File: config.mk
export PLATFORM = sky130hd
export DESIGN_NAME = dmem_arbiter
export DESIGN_NICKNAME = d
export VERILOG_FILES = /design/src/rtl/dmem_arbiter.sv
export SDC_FILE = /design/constraint.sdc
export NUM_CORES = 1
export LEC_CHECK = 0
export CELL_PAD_IN_SITES_DETAIL_PLACEMENT = 0
export CELL_PAD_IN_SITES_GLOBAL_PLACEMENT = 1
export CORE_ASPECT_RATIO = 1.1
export CORE_MARGIN = 5
export CORE_UTILIZATION = 27
export CTS_CLUSTER_DIAMETER = 80
export CTS_CLUSTER_SIZE = 16
export DETAILED_ROUTE_END_ITERATION = 10
export GPL_TIMING_DRIVEN = 0
export PLACE_DENSITY_LB_ADDON = 0.1
export SYNTH_ARGS = -nofsm -noshare
export SYNTH_HDL_FRONTEND = slang
export SYNTH_SLANG_ARGS = --single-unit
File: constraint.sdc
create_clock -name clk -period 3 [get_ports clk]
set_input_delay 0.9 -clock clk [delete_from_list [all_inputs] [get_ports clk]]
set_output_delay 0.9 -clock clk [all_outputs]
set_load 0.02 [all_outputs]
File: src/rtl/dmem_arbiter.sv
`default_nettype none
// ============================================================================
// Module   : dmem_arbiter
// Brief    : Two-port (CPU / DMA) arbiter onto one data-memory port with burst
//            lock and a write-protected peripheral window for the DMA port.
//            Optional macro DMEM_ARB_RR_EN: round-robin unlocked contention.
// Revision : 1.0 - initial release
// ============================================================================
module dmem_arbiter #(
    parameter int unsigned MAX_BURST   = 4,
    parameter logic [31:0] PERIPH_BASE = 32'hC000_0000
) (
    input  logic        clk,
    input  logic        reset,
    input  logic        c_req,
    input  logic        c_we,
    input  logic        c_lock,
    input  logic [31:0] c_a,
    input  logic [31:0] c_wd,
    output logic        c_gnt,
    output logic [31:0] c_rd,
    output logic        c_rvalid,
    input  logic        d_req,
    input  logic        d_we,
    input  logic        d_lock,
    input  logic [31:0] d_a,
    input  logic [31:0] d_wd,
    output logic        d_gnt,
    output logic [31:0] d_rd,
    output logic        d_rvalid,
    output logic        d_err,
    output logic        mem_we,
    output logic [31:0] mem_a,
    output logic [31:0] mem_wd,
    input  logic [31:0] mem_rd
);

    typedef enum logic [1:0] {
        IDLE  = 2'd0,
        OWN_C = 2'd1,
        OWN_D = 2'd2
    } state_t;

    localparam logic [3:0] MAX_CNT = 4'(MAX_BURST);

    state_t      state_q, state_d;
    logic [3:0]  burst_cnt_q, burst_cnt_d;
    logic [31:0] mem_a_q, mem_wd_q;
    logic [31:0] c_rd_q, d_rd_q;
    logic        c_rvalid_q, d_rvalid_q, d_err_q;

    logic        hold_c, hold_d;
    logic        d_periph;

    // Unsigned offset test also behaves correctly if the window sits at the top of the map
    assign d_periph = ((d_a - PERIPH_BASE) < 32'd256);

    assign hold_c = (state_q == OWN_C) && c_req && c_lock && (burst_cnt_q < MAX_CNT);
    assign hold_d = (state_q == OWN_D) && d_req && d_lock && (burst_cnt_q < MAX_CNT);

    always_comb begin
        c_gnt = 1'b0;
        d_gnt = 1'b0;
        if (!reset) begin
            if (hold_c) begin
                c_gnt = 1'b1;
            end else if (hold_d) begin
                d_gnt = 1'b1;
            end else if (c_req && d_req) begin
                // Owner still locked here means its burst is exhausted: hand over
                if (state_q == OWN_C && c_lock) begin
                    d_gnt = 1'b1;
                end else if (state_q == OWN_D && d_lock) begin
                    c_gnt = 1'b1;
                end else begin
`ifdef DMEM_ARB_RR_EN
                    if (state_q == OWN_C) d_gnt = 1'b1;
                    else                  c_gnt = 1'b1;
`else
                    c_gnt = 1'b1;
`endif
                end
            end else if (c_req) begin
                c_gnt = 1'b1;
            end else if (d_req) begin
                d_gnt = 1'b1;
            end
        end
    end

    always_comb begin
        state_d     = IDLE;
        burst_cnt_d = burst_cnt_q;
        if (c_gnt) begin
            state_d = OWN_C;
            if (state_q == OWN_C && c_lock)
                burst_cnt_d = (burst_cnt_q < MAX_CNT) ? burst_cnt_q + 4'd1 : burst_cnt_q;
            else
                burst_cnt_d = 4'd1;
        end else if (d_gnt) begin
            state_d = OWN_D;
            if (state_q == OWN_D && d_lock)
                burst_cnt_d = (burst_cnt_q < MAX_CNT) ? burst_cnt_q + 4'd1 : burst_cnt_q;
            else
                burst_cnt_d = 4'd1;
        end
    end

    always_comb begin
        mem_we = 1'b0;
        mem_a  = mem_a_q;
        mem_wd = mem_wd_q;
        if (c_gnt) begin
            mem_we = c_we;
            mem_a  = c_a;
            mem_wd = c_wd;
        end else if (d_gnt) begin
            mem_we = d_we && !d_periph;
            mem_a  = d_a;
            mem_wd = d_wd;
        end
    end

    always_ff @(posedge clk) begin
        if (reset) begin
            state_q     <= IDLE;
            burst_cnt_q <= 4'd0;
            mem_a_q     <= 32'd0;
            mem_wd_q    <= 32'd0;
            c_rd_q      <= 32'd0;
            d_rd_q      <= 32'd0;
            c_rvalid_q  <= 1'b0;
            d_rvalid_q  <= 1'b0;
            d_err_q     <= 1'b0;
        end else begin
            state_q     <= state_d;
            burst_cnt_q <= burst_cnt_d;
            if (c_gnt || d_gnt) begin
                mem_a_q  <= mem_a;
                mem_wd_q <= mem_wd;
            end
            c_rvalid_q <= c_gnt && !c_we;
            d_rvalid_q <= d_gnt && !d_we;
            d_err_q    <= d_gnt && d_we && d_periph;
            if (c_gnt && !c_we) c_rd_q <= mem_rd;
            if (d_gnt && !d_we) d_rd_q <= mem_rd;
        end
    end

    assign c_rd     = c_rd_q;
    assign c_rvalid = c_rvalid_q;
    assign d_rd     = d_rd_q;
    assign d_rvalid = d_rvalid_q;
    assign d_err    = d_err_q;

endmodule
`default_nettype wire

==> flow_summary.rst, run 1 <==
.. list-table::
   :header-rows: 1

   * - Metric
     - Value
   * - Outcome
     - complete, but fails checks
   * - Violated checks
     - setup timing
   * - First-pass GRT wire length
     - 42,420 um
   * - Gpl congestion
     - 0.7749
   * - Sequential-to-total area share from yosys stat
     - 41.09%
   * - Most area-hungry cell type in the Yosys netlist
     - sky130_fd_sc_hd__dfxtp_1
   * - Synthesized cell area
     - 6674 um2
   * - Number of remaining DRC errors
     - 0
   * - Final layout net count
     - 1,336
   * - Antenna violations before repair
     - 0
   * - Final Total Pwr
     - 0.005801 W
   * - Post-synthesis average cell area
     - 9.068 um2
   * - Number of storage elements in the synthesis netlist
     - 137
   * - Overall routing resource usage
     - 19.16%
   * - Number of distinct library cell variants in the gate-level netlist after synthesis
     - 39
   * - Area fraction in compound gates after synthesis
     - 27.37%
   * - Routed length on met3
     - 2155 um
   * - Die span in x
     - 159.9 um
   * - Ratio of routed vias to standard cells
     - 4.712
   * - Max IR drop VDD
     - 0.3697 mV
   * - Met1 Wirelength
     - 11,350 um
   * - Placement row count
     - 60
   * - Layout Skew
     - 0.01173 ns
   * - Fmax
     - 296.1 MHz
   * - Total count of max-transition violations in the final report
     - 0
   * - Ports placed on the boundary
     - 302
   * - Worst setup path class
     - primary input to output port
   * - Slowest cell delay on critical path
     - 0.38 ns
   * - Actual slew at the worst max-slew pin
     - 0.7630 ns
   * - Number of setup violations in the final report
     - 66
   * - Required time of the critical path
     - 2.10 ns
   * - Main combinational cell family by area after synthesis
     - compound AO/OA/AOI/OAI gates
   * - Total wire length
     - 27,220 um
   * - Crit path max-delay cell type
     - sky130_fd_sc_hd__or3b_4
   * - Crit path capture type
     - output port
   * - Crit-path max FO
     - 5
   * - Most frequent cell on the critical path
     - sky130_fd_sc_hd__buf_12
   * - Via count of the first global-routing pass
     - 7,323
   * - Share of post-route cells with drive strength above 1
     - 36.73%
   * - Overall die area
     - 27,970 um2
   * - Worst path cell trace
     - buf_8, or3b_4, o221ai_4, buf_12, inv_16, buf_12, buf_12, a22oi_2, nand2_2, buf_6
   * - DR top layer
     - met4
   * - Fraction of synthesis flops using an asynchronous set or reset pin
     - 0%
   * - Count of flip-flops with a built-in enable after synthesis
     - 0
   * - Reg clk slew, reported paths
     - 0.06 ns
   * - First-pass DRT Iterations
     - 4
   * - PortBufs
     - 300
   * - TritonCTS clock tree
     - yes
   * - Die span in y
     - 174.9 um
   * - Pwr dens
     - 469.3 nW/um2
   * - Count of synthesis-stage warnings from yosys
     - 0
   * - Number of H-tree branching levels
     - 4
   * - Initial DRC Count
     - 264
   * - Post-synthesis share of cell area spent on full adders, half adders and majority gates
     - 0.1875%
   * - Starting density of the core
     - 27.35%
   * - Final hold violation count
     - 0
   * - Total via count after detailed routing
     - 7,016
   * - Post-layout minimum cycle time
     - 3.377 ns
   * - Synthesized-area fraction occupied by and/or/nand/nor cells
     - 20.12%
   * - Mapped Cells
     - 736
   * - Post-synthesis xor/xnor area fraction
     - 0%
   * - Core box area
     - 24,400 um2
   * - Final ANT Viol Nets
     - 0
   * - Met2 layer wire length in the routed design
     - 13,410 um
   * - Pin count of the biggest net entering global routing
     - 17
   * - Commonest non-fill, non-tap cell in the layout
     - sky130_fd_sc_hd__clkdlybuf4s50_1
   * - Most frequent cells in the layout
     - sky130_fd_sc_hd__clkdlybuf4s50_1 (219), sky130_fd_sc_hd__dfxtp_1 (137), sky130_fd_sc_hd__buf_4 (101), sky130_fd_sc_hd__buf_6 (72), sky130_fd_sc_hd__nand2_1 (69)
   * - Biggest area contributors in the synthesized netlist
     - sky130_fd_sc_hd__dfxtp_1 (41%), sky130_fd_sc_hd__a22oi_2 (7.9%), sky130_fd_sc_hd__nand2_1 (7.5%), sky130_fd_sc_hd__a211oi_2 (7.5%), sky130_fd_sc_hd__mux2_1 (4.9%)
   * - Post-route worst setup slack
     - -0.3770 ns
   * - Fraction of synthesized cell area taken by the top area cell type
     - 41.09%
   * - Antenna cells
     - 0
   * - CP arrival
     - 2.48 ns
   * - Nature of the critical path startpoint
     - primary input
   * - Remaining Overflow, GRT
     - 0
   * - Main synth FF type
     - sky130_fd_sc_hd__dfxtp_1
   * - Max-cap violations
     - 0
   * - Portion of the clock cycle consumed by the worst path in the final layout
     - 112.6%
   * - Area growth, synth to finish
     - 85.23%
   * - Average wire length per cell after detail routing
     - 18.28 um
   * - Placed cell count
     - 1,346
   * - Cell Count, Final, Fillers Out
     - 1,489
   * - Clock insertion delay at the later pin of the skew report
     - 0.42 ns
   * - Multiplexer share of the synthesized area
     - 5.399%
   * - Worst Hold Class
     - flip-flop to flip-flop
   * - Unrepaired setup endpoints after global routing
     - true
   * - HPWL after detailed placement
     - 19,630 um
   * - CTS buffer count
     - 17
   * - Slew HR
     - 49.13%
   * - Mapped Nets
     - 905
   * - Leakage power figure
     - 4.943 nW
   * - CTS Sinks
     - 137
   * - Buffer type at the clock tree root
     - sky130_fd_sc_hd__clkbuf_16
   * - Bufs on Longest Clock Path
     - 2
layout make-up:
type                    count  area, um2
multi-input cells         528       3895
fillers                  2380      12040
clock inverters            14      212.7
repair inverters            1      20.02
repair buffers            418       4233
clock buffers              17      425.4
inverters                   4      31.28
plain buffers              60      414.1
flip-flops and latches    137       2743
well taps                 310      387.9
worst max-delay path, delay by kind of cell:
kind | cells | cell delay [ns]
compound gates | 2 | 0.41
buf+inv | 6 | 0.69
simple gates | 2 | 0.45
cell families (layout without fill, tap and decap cells):
kind of cell	count (synthesis)	after routing
DFF	137	137
buffers and inverters	71	514
adders and majority gates	1	1
and+or+nand+nor	286	286
AOI/OAI and AO/OA	209	209
muxes	32	32
stage by stage:
step / setup TNS (ns) / hold WS, ns / worst slack, ns / instance area, um2 / utilization [%]
after floorplan: -0.3577 / 0.4520 / -0.02133 / 6849 / -
after global placement: -137.72 / 0.4624 / -1.658 / 10240 / 41.97
after detailed placement: -139.76 / 0.4697 / -1.657 / 10240 / 41.97
after CTS: -22.88 / 0.4779 / -0.4023 / 12400 / 50.83
after global routing: -22.98 / 0.4985 / -0.4320 / 12360 / 50.67
final: -19.14 / 0.4750 / -0.3770 / 12360 / 50.67
state kept, by name, summed over array words and instances (netlist names):
register / cells
c_rd: 32
d_rd: 32
mem_a_q: 32
mem_wd_q: 32
burst_cnt_q: 4
state_q: 2
c_rvalid: 1
d_err: 1
d_rvalid: 1
final timing paths:
check / end / slack, ns / cells past startpoint / startpoint
worst max-delay path: mem_a[13] / -0.38 / 10 / c_req
worst max register to register: mem_a_q[23] / 0.52 / 14 / burst_cnt_q[3]
worst min register to register: d_rd[28] / 0.48 / 2 / d_rd[28]
worst min-delay path: d_rd[28] / 0.48 / 2 / d_rd[28]
power by group:
group          switching [W]  internal, W  leakage (nW)
Clock               0.000903      0.00142         0.307
Combinational       0.000709     0.000792          3.51
Sequential         0.0000508      0.00193          1.13
Total                0.00166      0.00414          4.94
cell usage after synthesis (all sizes together), types with 2 or more instances:
cell    instances
a21oi          35
a22oi          66
a221oi          2
buf            25
and3b           2
clkbuf         42
inv             4
nand3b         33
nor4            4
o21ai          37
nor2b          34
o221ai          2
nor2           69
dfxtp         137
nand2         134
mux2           32
a211oi         64
nor4b           2
layer usage:
layer  vias to the layer above  GRT usage (%)
met2                       201          33.22
met3                        15          7.219
met1                      3322          22.70
met4                         0          4.087
li1                       3478              -
met5                         -              0
what timing repair did:
item,4_1_cts,5_1_grt
setup buffers,94,20
hold buffers,0,0
gates cloned,11,0
setup endpoints to repair,97,67
hold endpoints to repair,0,0
pin swaps,86,50
resized for setup,540,16
Note: power is estimated with default switching activity, not from simulation.
==> run 2, diff against run 1 <==
CAP_MARGIN = 10   (was default)
CORE_ASPECT_RATIO = 0.5   (was 1.1)
==> run 2 against run 1 <==
  * The run still ends with setup timing left
  * Global-route usage fell by 0.27 points
  * Clock skew is 0.00065 ns higher
  * Utilization increased by 0.45 points
  * Sequential power about the same
  * Combinational power about the same
  * First-iteration DRC count rose by 22%
  * Fmax up 1.1%
  * Via count is 0.41% higher
  * Non-clock buffer count shrank 5
  * Critical endpoint is now mem_wd[4]
  * Largest cell class unchanged
  * Largest power group unchanged
  * Highest routed layer is now met5
==> flow_summary.rst, run 2 (synthesized netlist as in run 1, its figures left out) <==
.. list-table::
   :header-rows: 1

   * - Metric
     - Value
   * - CTS Sinks
     - 137 (unchanged)
   * - Die span in x
     - 232.3 um (was 159.9 um)
   * - Pin count of the biggest net entering global routing
     - 17 (unchanged)
   * - Post-layout minimum cycle time
     - 3.342 ns (was 3.377 ns)
   * - Final hold violation count
     - 0 (unchanged)
   * - Bufs on Longest Clock Path
     - 2 (unchanged)
   * - Total via count after detailed routing
     - 7,045 (was 7,016)
   * - CTS buffer count
     - 17 (unchanged)
   * - Switching share of power
     - 28.57% (was 28.66%)
   * - Area growth, synth to finish
     - 85.13% (was 85.23%)
   * - Final core occ
     - 51.11% (was 50.67%)
   * - Post-route worst setup slack
     - -0.3417 ns (was -0.3770 ns)
   * - CP arrival
     - 2.44 ns (was 2.48 ns)
   * - Design area
     - 12,360 um2 (about the same)
   * - Max-cap violations
     - 0 (unchanged)
   * - Clock insertion delay at the later pin of the skew report
     - 0.44 ns (was 0.42 ns)
   * - Average wire length per cell after detail routing
     - 18.14 um (was 18.28 um)
   * - Commonest non-fill, non-tap cell in the layout
     - sky130_fd_sc_hd__clkdlybuf4s50_1 (unchanged)
   * - Number of setup violations in the final report
     - 67 (was 66)
   * - Final Total Pwr
     - 0.005707 W (was 0.005801 W)
   * - Worst-case register-to-register setup slack
     - 0.70 ns (was 0.52 ns)
   * - Critical path startpoint
     - c_req (unchanged)
   * - Placed inst area
     - 10,270 um2 (was 10,240 um2)
   * - Gpl congestion
     - 0.7781 (was 0.7749)
   * - Violated checks
     - setup timing (unchanged)
   * - Clock network fraction of total power
     - 38.9% (was 40.0%)
   * - Final layout net count
     - 1,331 (was 1,336)
   * - Flop pwr share
     - 34.7% (was 34.1%)
   * - Max IR drop VDD
     - 0.3087 mV (was 0.3697 mV)
   * - First-pass GRT wire length
     - 41,040 um (was 42,420 um)
   * - Most frequent cells in the layout
     - sky130_fd_sc_hd__clkdlybuf4s50_1 (215), sky130_fd_sc_hd__dfxtp_1 (137), sky130_fd_sc_hd__buf_4 (90), sky130_fd_sc_hd__buf_6 (82), sky130_fd_sc_hd__nor2_1 (69) (was sky130_fd_sc_hd__clkdlybuf4s50_1 (219), sky130_fd_sc_hd__dfxtp_1 (137), sky130_fd_sc_hd__buf_4 (101), sky130_fd_sc_hd__buf_6 (72), sky130_fd_sc_hd__nand2_1 (69))
   * - Pwr dens
     - 461.9 nW/um2 (was 469.3 nW/um2)
   * - First-pass DRT Iterations
     - 4 (unchanged)
   * - Total wire length
     - 27,410 um (was 27,220 um)
   * - Share of post-route cells with drive strength above 1
     - 36.51% (was 36.73%)
   * - Via count of the first global-routing pass
     - 7,281 (was 7,323)
   * - Remaining Overflow, GRT
     - 0 (unchanged)
   * - Required time of the critical path
     - 2.10 ns (about the same)
   * - Net Switching
     - 0.001630 W (was 0.001663 W)
   * - Total count of max-transition violations in the final report
     - 0 (unchanged)
   * - Leakage power figure
     - 4.915 nW (was 4.943 nW)
   * - Number of remaining DRC errors
     - 0 (unchanged)
   * - Comb pwr share
     - 26.3% (was 25.9%)
   * - Worst Hold Class
     - flip-flop to flip-flop (unchanged)
   * - Overall routing resource usage
     - 18.89% (was 19.16%)
   * - Buffer type at the clock tree root
     - sky130_fd_sc_hd__clkbuf_16 (unchanged)
   * - Startpoint of the worst hold path
     - d_rd[1] (was d_rd[28])
   * - TritonCTS clock tree
     - yes (unchanged)
   * - Starting density of the core
     - 27.61% (was 27.35%)
   * - Overall die area
     - 28,150 um2 (was 27,970 um2)
   * - Nature of the critical path startpoint
     - primary input (unchanged)
   * - Final ANT Viol Nets
     - 0 (unchanged)
   * - P_int
     - 0.004077 W (was 0.004139 W)
   * - Antenna violations before repair
     - 1 (was 0)
   * - Placement row count
     - 40 (was 60)
   * - Number of H-tree branching levels
     - 4 (unchanged)
   * - HPWL after detailed placement
     - 19,580 um (was 19,630 um)
   * - Ports placed on the boundary
     - 302 (unchanged)
   * - Fmax
     - 299.3 MHz (was 296.1 MHz)
   * - Layout Skew
     - 0.01238 ns (was 0.01173 ns)
   * - Slew HR
     - 48.31% (was 49.13%)
   * - Actual slew at the worst max-slew pin
     - 0.7754 ns (was 0.7630 ns)
   * - Die span in y
     - 121.2 um (was 174.9 um)
   * - Portion of the clock cycle consumed by the worst path in the final layout
     - 111.4% (was 112.6%)
   * - Ratio of routed vias to standard cells
     - 4.662 (was 4.712)
   * - Min Hold Slack
     - 0.4754 ns (was 0.4750 ns)
   * - Initial DRC Count
     - 323 (was 264)
   * - Outcome
     - complete, but fails checks (unchanged)
   * - Unrepaired setup endpoints after global routing
     - true (unchanged)
   * - Startpoint of the most critical register-to-register path
     - burst_cnt_q[3] (unchanged)
   * - Core box area
     - 24,170 um2 (was 24,400 um2)
   * - Antenna cells
     - 0 (unchanged)
   * - Reg clk slew, reported paths
     - 0.06 ns (about the same)
   * - Crit path capture type
     - output port (unchanged)
   * - Crit-path max FO
     - 8 (was 5)
   * - PortBufs
     - 300 (unchanged)
   * - Worst setup path class
     - primary input to output port (unchanged)
[run 2: cell count changes in the layout (fill, tap and decap cells not counted), sizes merged]
cell           previous run  this run
bufbuf                    1         0
clkinvlp                  2         1
dlygate4sd2               8        13
clkinv                    1         6
bufinv                    4         3
clkbuf                   58        62
inv                      12         8
clkdlybuf4s50           219       215
buf                     208       202
dlymetal6s2s              1         0
[run 2: per-stage QoR]
stage	TNS [ns]	std cells	setup slack, ns
3_5_place_dp	-138.23	1372	-1.623
5_1_grt	-21.76	1511	-0.4184
4_1_cts	-18.29	1492	-0.3792
6_report	-17.65	1511	-0.3417
2_1_floorplan	-0.3577	736	-0.02133
3_3_place_gp	-134.45	1372	-1.642
[run 2: worst max-delay path, cell delays in order]
cell                       delay (ns)
sky130_fd_sc_hd__buf_8           0.07
sky130_fd_sc_hd__or3b_4          0.39
sky130_fd_sc_hd__o221ai_4        0.18
sky130_fd_sc_hd__buf_6           0.18
sky130_fd_sc_hd__inv_16          0.06
sky130_fd_sc_hd__buf_12          0.15
sky130_fd_sc_hd__a22oi_2         0.25
sky130_fd_sc_hd__nand2_2         0.09
sky130_fd_sc_hd__buf_6           0.14
[run 2: path summary, 6_finish.rpt]
check / endpoint / depth (start not counted)
worst max-delay path: mem_wd[4] / 9
worst min-delay path: d_rd[1] / 2
worst max register to register: mem_wd_q[1] / 11
worst min register to register: d_rd[1] / 2
[run 2: metal layers]
| layer | vias to the layer above | track usage (%) | part of all wire, % |
|---|---|---|---|
| met3 | 36 | 5.588 | 5.3 |
| met4 | 2 | 5.826 | 1.6 |
| met5 | - | 0 | 0.026 |
| met1 | 3383 | 21.84 | 42 |
| met2 | 153 | 33.88 | 51 |
| li1 | 3471 | - | - |
[run 2: power groups by stage]
stage	registers (W)	clock network (W)	logic (W)
2_1_floorplan	0.00205	0	0.000571
3_3_place_gp	0.00202	0	0.00126
3_5_place_dp	0.00202	0	0.00127
4_1_cts	0.00198	0.00229	0.00149
5_1_grt	0.00199	0.00237	0.00160
6_report	0.00198	0.00222	0.00150
[run 2: what timing repair did]
action / in CTS / in global routing
cloned: 10 / 3
setup endpoints to repair: 107 / 67
resized for setup: 550 / 18
hold buffers: 0 / 0
buffers inserted: 79 / 22
pin swaps: 79 / 50
[run 2: cell type report]
type	count	area, um2
timing repair inverter	1	16.27
clock inverter	13	165.2
fill	2348	11820
timing repair buffer	408	4104
sequential	137	2743
multi-input combinational	528	3895
buffer	65	528.0
clock buffer	19	452.9
inverter	4	31.28
tap	336	420.4
